===== src/rtl/bus_resp_pkg.sv =====
// Shared constants for the memory-mapped bus responder: widths, FSM encoding,
// and the word offsets of the control registers.
package bus_resp_pkg;

  localparam int BUS_W  = 32;
  localparam int WAIT_W = 4;
  localparam int OFF_W  = 6;

  localparam logic [1:0] ST_IDLE = 2'd0;
  localparam logic [1:0] ST_WAIT = 2'd1;
  localparam logic [1:0] ST_ACK  = 2'd2;

  localparam logic [OFF_W-1:0] OFF_WAIT  = 6'h08;
  localparam logic [OFF_W-1:0] OFF_TIMER = 6'h09;
  localparam logic [OFF_W-1:0] OFF_XFER  = 6'h0A;

  // Offsets 0x00-0x07 map onto the eight scratch registers.
  function automatic logic is_scratch(input logic [OFF_W-1:0] off);
    return off[OFF_W-1:3] == '0;
  endfunction

endpackage


===== src/rtl/bus_resp_regs.sv =====
// Register bank behind the responder: scratch R0-R7, WAIT, free-running TIMER,
// XFER completion counter, and the combinational read mux.
module bus_resp_regs
  import bus_resp_pkg::*;
#(
  parameter logic [WAIT_W-1:0] RST_WAIT = 4'd2
) (
  input  logic              clk,
  input  logic              rst_n,
  input  logic              acc,
  input  logic              we,
  input  logic [OFF_W-1:0]  off,
  input  logic [BUS_W-1:0]  wdata,
  output logic [BUS_W-1:0]  rd_data,
  output logic [WAIT_W-1:0] wait_val
);

  logic [BUS_W-1:0]  scratch [8];
  logic [BUS_W-1:0]  timer;
  logic [BUS_W-1:0]  xfer;
  logic [WAIT_W-1:0] wait_q;
  logic              wr;

  assign wr       = acc && we;
  assign wait_val = wait_q;

  always_ff @(posedge clk or negedge rst_n) begin
    if (!rst_n) begin
      for (int i = 0; i < 8; i++) scratch[i] <= '0;
      timer  <= '0;
      xfer   <= '0;
      wait_q <= RST_WAIT;
    end else begin
      if (wr && is_scratch(off)) scratch[off[2:0]] <= wdata;
      if (wr && off == OFF_WAIT) wait_q <= wdata[WAIT_W-1:0];
      // A bus write to TIMER wins over the free-running increment.
      if (wr && off == OFF_TIMER) timer <= wdata;
      else                        timer <= timer + 1'b1;
      if (acc) xfer <= xfer + 1'b1;
    end
  end

  always_comb begin
    rd_data = '0;
    if (is_scratch(off)) begin
      rd_data = scratch[off[2:0]];
    end else begin
      case (off)
        OFF_WAIT:  rd_data = {{(BUS_W-WAIT_W){1'b0}}, wait_q};
        OFF_TIMER: rd_data = timer;
        OFF_XFER:  rd_data = xfer;
        default:   rd_data = '0;
      endcase
    end
  end

endmodule


===== src/rtl/bus_responder.sv =====
// Four-phase bus responder claiming a 256-byte window; the FSM inserts the
// programmed number of wait states before acknowledging each access.
module bus_responder
  import bus_resp_pkg::*;
#(
  parameter logic [31:0]       BASE_ADDR = 32'hFFFF_FF00,
  parameter logic [WAIT_W-1:0] RST_WAIT  = 4'd2
) (
  input  logic             i_cpu_clk,
  input  logic             i_rst,
  input  logic             i_bus_clk,
  input  logic             i_bus_we,
  input  logic [BUS_W-1:0] i_bus_addr,
  input  logic [BUS_W-1:0] i_bus_data,
  output logic [BUS_W-1:0] o_bus_data,
  output logic             o_bus_data_ready,
  output logic             o_sel
);

  logic [1:0]        state;
  logic [WAIT_W:0]   cnt;
  logic [OFF_W-1:0]  off_q;
  logic              we_q;
  logic [BUS_W-1:0]  wdata_q;
  logic              hit;
  logic              accept;
  logic              enter_ack;
  logic [WAIT_W-1:0] wait_val;
  logic [BUS_W-1:0]  rd_data;
  logic              unused_addr_lsb;

  assign hit             = i_bus_addr[31:8] == BASE_ADDR[31:8];
  assign accept          = (state == ST_IDLE) && i_bus_clk && hit;
  assign enter_ack       = (state == ST_WAIT) && i_bus_clk && (cnt == 1);
  assign unused_addr_lsb = ^i_bus_addr[1:0];

  assign o_sel            = (state != ST_IDLE);
  assign o_bus_data_ready = (state == ST_ACK);

  // Counter is loaded with W+1 so that ACK lands exactly W+1 edges after capture.
  always_ff @(posedge i_cpu_clk or negedge i_rst) begin
    if (!i_rst) begin
      state <= ST_IDLE;
      cnt   <= '0;
    end else begin
      case (state)
        ST_IDLE: begin
          if (accept) begin
            state <= ST_WAIT;
            cnt   <= {1'b0, wait_val} + 1'b1;
          end
        end
        ST_WAIT: begin
          if (!i_bus_clk)    state <= ST_IDLE;
          else if (cnt == 1) state <= ST_ACK;
          else               cnt   <= cnt - 1'b1;
        end
        ST_ACK: begin
          if (!i_bus_clk) state <= ST_IDLE;
        end
        default: state <= ST_IDLE;
      endcase
    end
  end

  always_ff @(posedge i_cpu_clk) begin
    if (accept) begin
      off_q   <= i_bus_addr[7:2];
      we_q    <= i_bus_we;
      wdata_q <= i_bus_data;
    end
  end

  always_ff @(posedge i_cpu_clk or negedge i_rst) begin
    if (!i_rst)                  o_bus_data <= '0;
    else if (enter_ack && !we_q) o_bus_data <= rd_data;
  end

  bus_resp_regs #(
    .RST_WAIT (RST_WAIT)
  ) u_regs (
    .clk      (i_cpu_clk),
    .rst_n    (i_rst),
    .acc      (enter_ack),
    .we       (we_q),
    .off      (off_q),
    .wdata    (wdata_q),
    .rd_data  (rd_data),
    .wait_val (wait_val)
  );

endmodule


===== config.mk =====
export PLATFORM = sky130hd
export DESIGN_NAME = bus_responder
export DESIGN_NICKNAME = d
export VERILOG_FILES = /design/src/rtl/bus_resp_pkg.sv /design/src/rtl/bus_resp_regs.sv /design/src/rtl/bus_responder.sv
export SDC_FILE = /design/constraint.sdc
export NUM_CORES = 1
export LEC_CHECK = 0
export ABC_AREA = 1
export BUFFER_PORTS_ARGS = -buffer_cell sky130_fd_sc_hd__buf_2
export CAP_MARGIN = 20
export CORE_MARGIN = 4
export CORE_UTILIZATION = 38
export CTS_CLUSTER_DIAMETER = 100
export CTS_CLUSTER_SIZE = 8
export DETAILED_ROUTE_END_ITERATION = 10
export HOLD_SLACK_MARGIN = 0.12
export PLACE_DENSITY = 0.67
export SLEW_MARGIN = 20
export SYNTH_ARGS = -nofsm -noshare
export SYNTH_HDL_FRONTEND = slang
export SYNTH_SLANG_ARGS = --single-unit

===== constraint.sdc =====
create_clock -name i_cpu_clk -period 5 [get_ports i_cpu_clk]
set_input_delay 0.75 -clock i_cpu_clk [delete_from_list [all_inputs] [get_ports i_cpu_clk]]
set_output_delay 0.75 -clock i_cpu_clk [all_outputs]
set_load 0.005 [all_outputs]

-- After elaboration in Yosys (flattened, before gate mapping)
Cells that the tools add are included.
- output and inout port bits: 34
- bits in registers: 402
- mux-type cells: 18
- reduce and logical (&&, ||, !) cells: 17
- add/sub/neg operators: 4
- order comparisons: 2
- bitwise operators: 1
- equality and inequality tests: 12
- operators with widths (kind ; number):
    bitwise mux 256 bit ; 1
    2-to-1 mux 32 bit ; 5
    binary-select mux 32 bit (select 3 bit) ; 1
    demux 32 bit (select 3 bit) ; 1
    one-hot mux 32 bit (3 select lines) ; 1
    adder 32 x 1 -> 32 bit, second input constant ; 2
    == test 24 bit, second input constant ; 1
    == test 6 x 4 -> 1 bit, second input constant ; 3
    2-to-1 mux 5 bit ; 3
    logical AND 1 bit ; 10
    one-hot mux 5 bit (2 select lines) ; 1
    2-to-1 mux 2 bit ; 4
    inequality test 2 bit, second input constant ; 4
    one-hot mux 2 bit (3 select lines) ; 1
    adder 4 x 1 -> 5 bit, second input constant ; 1
    == test 5 x 1 -> 1 bit, second input constant ; 1
    subtractor 5 x 1 -> 5 bit, second input constant ; 1
    greater-or-equal comparator 4 bit, second input constant ; 1
    < comparator 4 x 1 -> 1 bit, second input constant ; 1
    NOT 3 -> 4 bit ; 1
    AND reduction 4 bit ; 1
    nonzero test 2 bit ; 2
    logical NOT 3 bit ; 1
    inequality test 3 x 2 -> 1 bit, second input constant ; 1
    5 further kinds ; 5

-- Depth between registers and ports, before layout
- depth in word-level cells: 6
- depth in mapped cells: 12
- depth with buffers taken out: 10

-- Cells and area by module
A second synthesis with hierarchy kept.
- cells, all modules: 2227
- area, all modules: 18551.5 um^2
- by module, submodules not included (module ; area an instance (um^2) ; cells each ; seq. area each (um^2) ; instances):
    bus_resp_regs ; 15516.1 ; 1954 ; 8109.0 ; 1
    bus_responder ; 3035.4 ; 273 ; 2147.1 ; 1

-- Least setup slack after synthesis
OpenSTA, ideal clock, no wires.
- kind: input to register
- start point: input port i_bus_addr[12]
- end point: register off_q[0] (enable)
- path buffers: 0
- arrival time: 4.729 ns
- stages on the path: 3
- setup slack: -0.262 ns
- required time: 4.467 ns
- path through: nand4_1 nand3b_1 nor4_1
- longest elaborated chain between the ends: 2
- ends and longest elaborated chain (what ; RTL line ; text):
    start, declared ; bus_responder.sv:13 ; input logic [BUS_W-1:0] i_bus_addr,
    == test 24 bit ; bus_responder.sv:32 ; assign hit = i_bus_addr[31:8] == BASE_ADDR[31:8];
    logical AND 1 bit ; bus_responder.sv:33 ; assign accept = (state == ST_IDLE) && i_bus_clk && hit;
    net accept ; bus_responder.sv:26 ; logic accept;
    end signal, assigned ; bus_responder.sv:68 ; off_q <= i_bus_addr[7:2];
    end, declared ; bus_responder.sv:22 ; logic [OFF_W-1:0] off_q;
The timed path passes the listed nets, and every way through them passes these cells.
A chain may end at the register's enable or synchronous reset.

-- Worst setup path in the final report
- start point: register cnt[1]
- end point: register u_regs.scratch[106] (netlist bit)
- longest elaborated chain between the ends: 4
- ends and longest elaborated chain (what ; RTL line ; text):
    start, declared ; bus_responder.sv:21 ; logic [WAIT_W:0] cnt;
    start signal, assigned ; bus_responder.sv:50 ; cnt <= {1'b0, wait_val} + 1'b1;
    start signal, assigned ; bus_responder.sv:56 ; else cnt <= cnt - 1'b1;
    == test 5 x 1 -> 1 bit ; bus_responder.sv:34 ; assign enter_ack = (state == ST_WAIT) && i_bus_clk && (cnt == 1);
    logical AND 1 bit ; bus_responder.sv:34 ;
    logical AND 1 bit ; bus_resp_regs.sv:24 ; assign wr = acc && we;
    logical AND 1 bit ; bus_resp_regs.sv:34 ; if (wr && is_scratch(off)) scratch[off[2:0]] <= wdata;
    end signal, assigned by index ; bus_resp_regs.sv:34 ;
    end, declared ; bus_resp_regs.sv:18 ; logic [BUS_W-1:0] scratch [8];
No other way between the ends.

==> results_dict.tcl <==
set metrics [dict create \
    status "finished, final reports clean" \
    cts_setup_buffers 0 \
    path_cells "inv_1 > ha_1 > nand2_1 > nor2_1 > nand2_2 > nor3_4 > nand2_2 > buf_4 > nand2_1 > o21ai_0" \
    cts-buffers-inserted 56 \
    crit_start "cnt[1]" \
    syn_nets 2755 \
    timing.final.ws_setup_ps 1970 \
    final_core_util_pct 43.7 \
    max_cap_violations 0 \
    holdBufCountCts 0 \
    htreeDepth 2 \
    path_depth 10 \
    antenna_found_initial 0 \
    rsz0062_at_grt "no" \
    clockRootBuffer "clkbuf_16" \
    route.detailed.drc 0 \
    die_h_um 236 \
    r2r_slack_ps 1970 \
    cp-start-kind "register" \
    setup_violations 0 \
    drtPass1Iterations 6 \
    slew_headroom_pct 33.6 \
    ys_seq_elements 402 \
    yosysWarnings 0 \
    worst_pin_slew_ps 993 \
    syn_area_per_cell_um2 7.35 \
    post-place-ws_ps 1720 \
    synth_xor_area_share_pct 1.24 \
    first_global_vias 16341 \
    vias 17141 \
    hold_slack_ps 204 \
    syn_area_um2 19700 \
    skew_ps 23.4 \
    ys_types 27 \
    slowest_delay_ps 720 \
    nets 2822 \
    fin_total_pwr_mw 6.82 \
    synth-simple-area-share_pct 33.5 \
    syn_inst 2682 \
    r2r-end "u_regs.scratch[106]" \
    grt_max_degree 110 \
    dp_hpwl_um 34800 \
    final.setup.tns_ps 0 \
    worstSetupPathType "reg -> reg" \
    wl_per_cell_um 16.1 \
    hold_violations 0 \
    min_path_type "in -> async" \
    clockBufferDepth 3 \
    drtAntennaViolNets 0 \
    reg2reg_depth 10 \
    synth_fa_ha_area_share_pct 0.317 \
    fin_crit_sh_pct 60.7 \
    slowest_stage "nand2_2" \
    critPathArrivalTime_ps 3500 \
    drtIter0Drc 1618 \
    endpoint_kind "register" \
    die_w_um 236 \
    ys_seq_area_share_pct 52.0 \
    insertion_delay_ps 620 \
    max_freq_mhz 330 \
    cp_max_fo 41 \
    period_minus_slack_ps 3030 \
    power_density_nw_per_um2 304 \
    num_rows 83 \
    fillers 5215 \
    clkTransAtPathRegs_ps 50 \
    grt_usage_pct 19.9 \
    cts_tree "yes" \
    endpoint "u_regs.scratch[106]" \
    synth_top_family_by_area "simple AND/OR/NAND/NOR gates" \
    required_ps 5470 \
    post_cts_resized 0 \
    avgViaCountPerCell 4.97 \
    die_area_um2 55600 \
    leakage_nw 11.2 \
    initial_utilization_pct 38.4 \
    cts_num_sinks 402 \
    numPortBuffers 99 \
    antenna_cells 0 \
    vdd_drop_max_mv 0.227 \
    rr_startpoint "cnt[1]" \
    drive_above_1_share_pct 7.66 \
    path_buf_inv 2 \
    slew_violations 0 \
    overflow 0 \
    pin_count 102 \
    core_area_um2 51300 \
    drt_wl_total_um 55700 \
    area_growth_pct 13.7 \
    critical_path.top_delay_family "simple AND/OR/NAND/NOR gates" \
    grt_first_pass_wirelength_um 89600 \
    routabilityCongestion 0.949 \
    synthMuxAreaShare_pct 0 \
    synth_compound_area_share_pct 8.38 \
]
## registers in the layout (all words and copies together), names as in the netlist
signal / cells
cnt: 5
o_bus_data: 32
off_q: 6
state: 2
u_regs.scratch: 256
u_regs.timer: 32
u_regs.wait_val: 4
u_regs.xfer: 32
wdata_q: 32
we_q: 1
## where the power goes
group | internal (mW) | switching, mW | leakage, nW
Combinational | 0.0239 | 0.0687 | 5.26
Sequential | 3.30 | 0.0000000816 | 5.23
Clock | 2.01 | 1.41 | 0.735
Total | 5.34 | 1.48 | 11.2
## routing by layer
metal | vias up | share of wire, % | GRT usage (%)
met5 | - | 0 | 0
met2 | 496 | 44 | 31.3
met4 | 0 | 3.4 | 7.39
li1 | 8493 | - | -
met1 | 8050 | 46 | 27.6
met3 | 102 | 6.4 | 3.62
## through the flow
step                      cells  area, um2
after floorplan            2682      19700
after global placement     3370      20900
after detailed placement   3370      20900
after CTS                  3447      22400
after global routing       3448      22400
final                      3448      22400
## cell usage after synthesis (all sizes together)
library cell,instances,share of area (%)
or2,1,0.032
o22ai,1,0.032
nor4,1,0.032
a21oi,4,0.10
ha,5,0.32
edfxtp,39,5.9
xor2,22,0.98
o21ai,283,7.2
dfrtp,362,46
nor2,154,3.0
dfstp,1,0.13
nand3,33,0.84
inv,115,2.2
nand2,1449,28
nand3b,30,1.1
nand4,15,0.48
clkbuf,108,2.1
a21boi,28,1.1
buf,16,0.34
nor3,9,0.29
xnor2,6,0.27
## area by class of cell
cell class	count	area, um2	share of cell area (%)
clock buffers	73	1470	6.53
clock inverters	4	53.8	0.240
inverters	115	434	1.94
multi-input cells	2041	8580	38.3
flip-flops and latches	402	10300	45.7
well taps	680	851	3.79
repair buffers	133	786	3.50
## layout by cell type (no fill, tap or decap), drive strengths merged, types with 2 or more instances in the layout
| cell type | n |
|---|---|
| nand3 | 33 |
| nor3 | 9 |
| clkbuf | 73 |
| buf | 133 |
| clkinv | 2 |
| a21boi | 28 |
| dfrtp | 362 |
| inv | 117 |
| nand2 | 1449 |
| ha | 5 |
| nand4 | 15 |
| xnor2 | 6 |
| edfxtp | 39 |
| nand3b | 30 |
| o21ai | 283 |
| xor2 | 22 |
| nor2 | 154 |
| a21oi | 4 |
## cells by family (layout without fill, tap and decap cells)
| group | count (synthesis) | after routing |
|---|---|---|
| flip-flops | 402 | 402 |
| buffers and inverters | 239 | 325 |
| adder cells (fa/ha/maj) | 5 | 5 |
| AND/OR/NAND/NOR | 1692 | 1692 |
| XOR/XNOR | 28 | 28 |
| AO/OA/AOI/OAI | 316 | 316 |
## worst reg2reg max path, stage by stage (launching register included)
cell,delay (ps)
dfrtp_1,370
inv_1,100
ha_1,170
nand2_1,50
nor2_1,240
nand2_2,130
nor3_4,450
nand2_2,720
buf_4,490
nand2_1,90
o21ai_0,80
## how the worst min path moves through the flow
stage | from | endpoint | slack [ps]
finish | i_rst | u_regs.scratch[134] | 200
CTS | i_rst | u_regs.scratch[134] | 230
floorplan | i_rst | cnt[0] | 450
global placement | u_regs.scratch[234] | u_regs.scratch[234] | 460
global route | i_rst | u_regs.scratch[166] | 270
detailed placement | u_regs.scratch[249] | u_regs.scratch[249] | 470
Power figures use the tool's default switching activity.
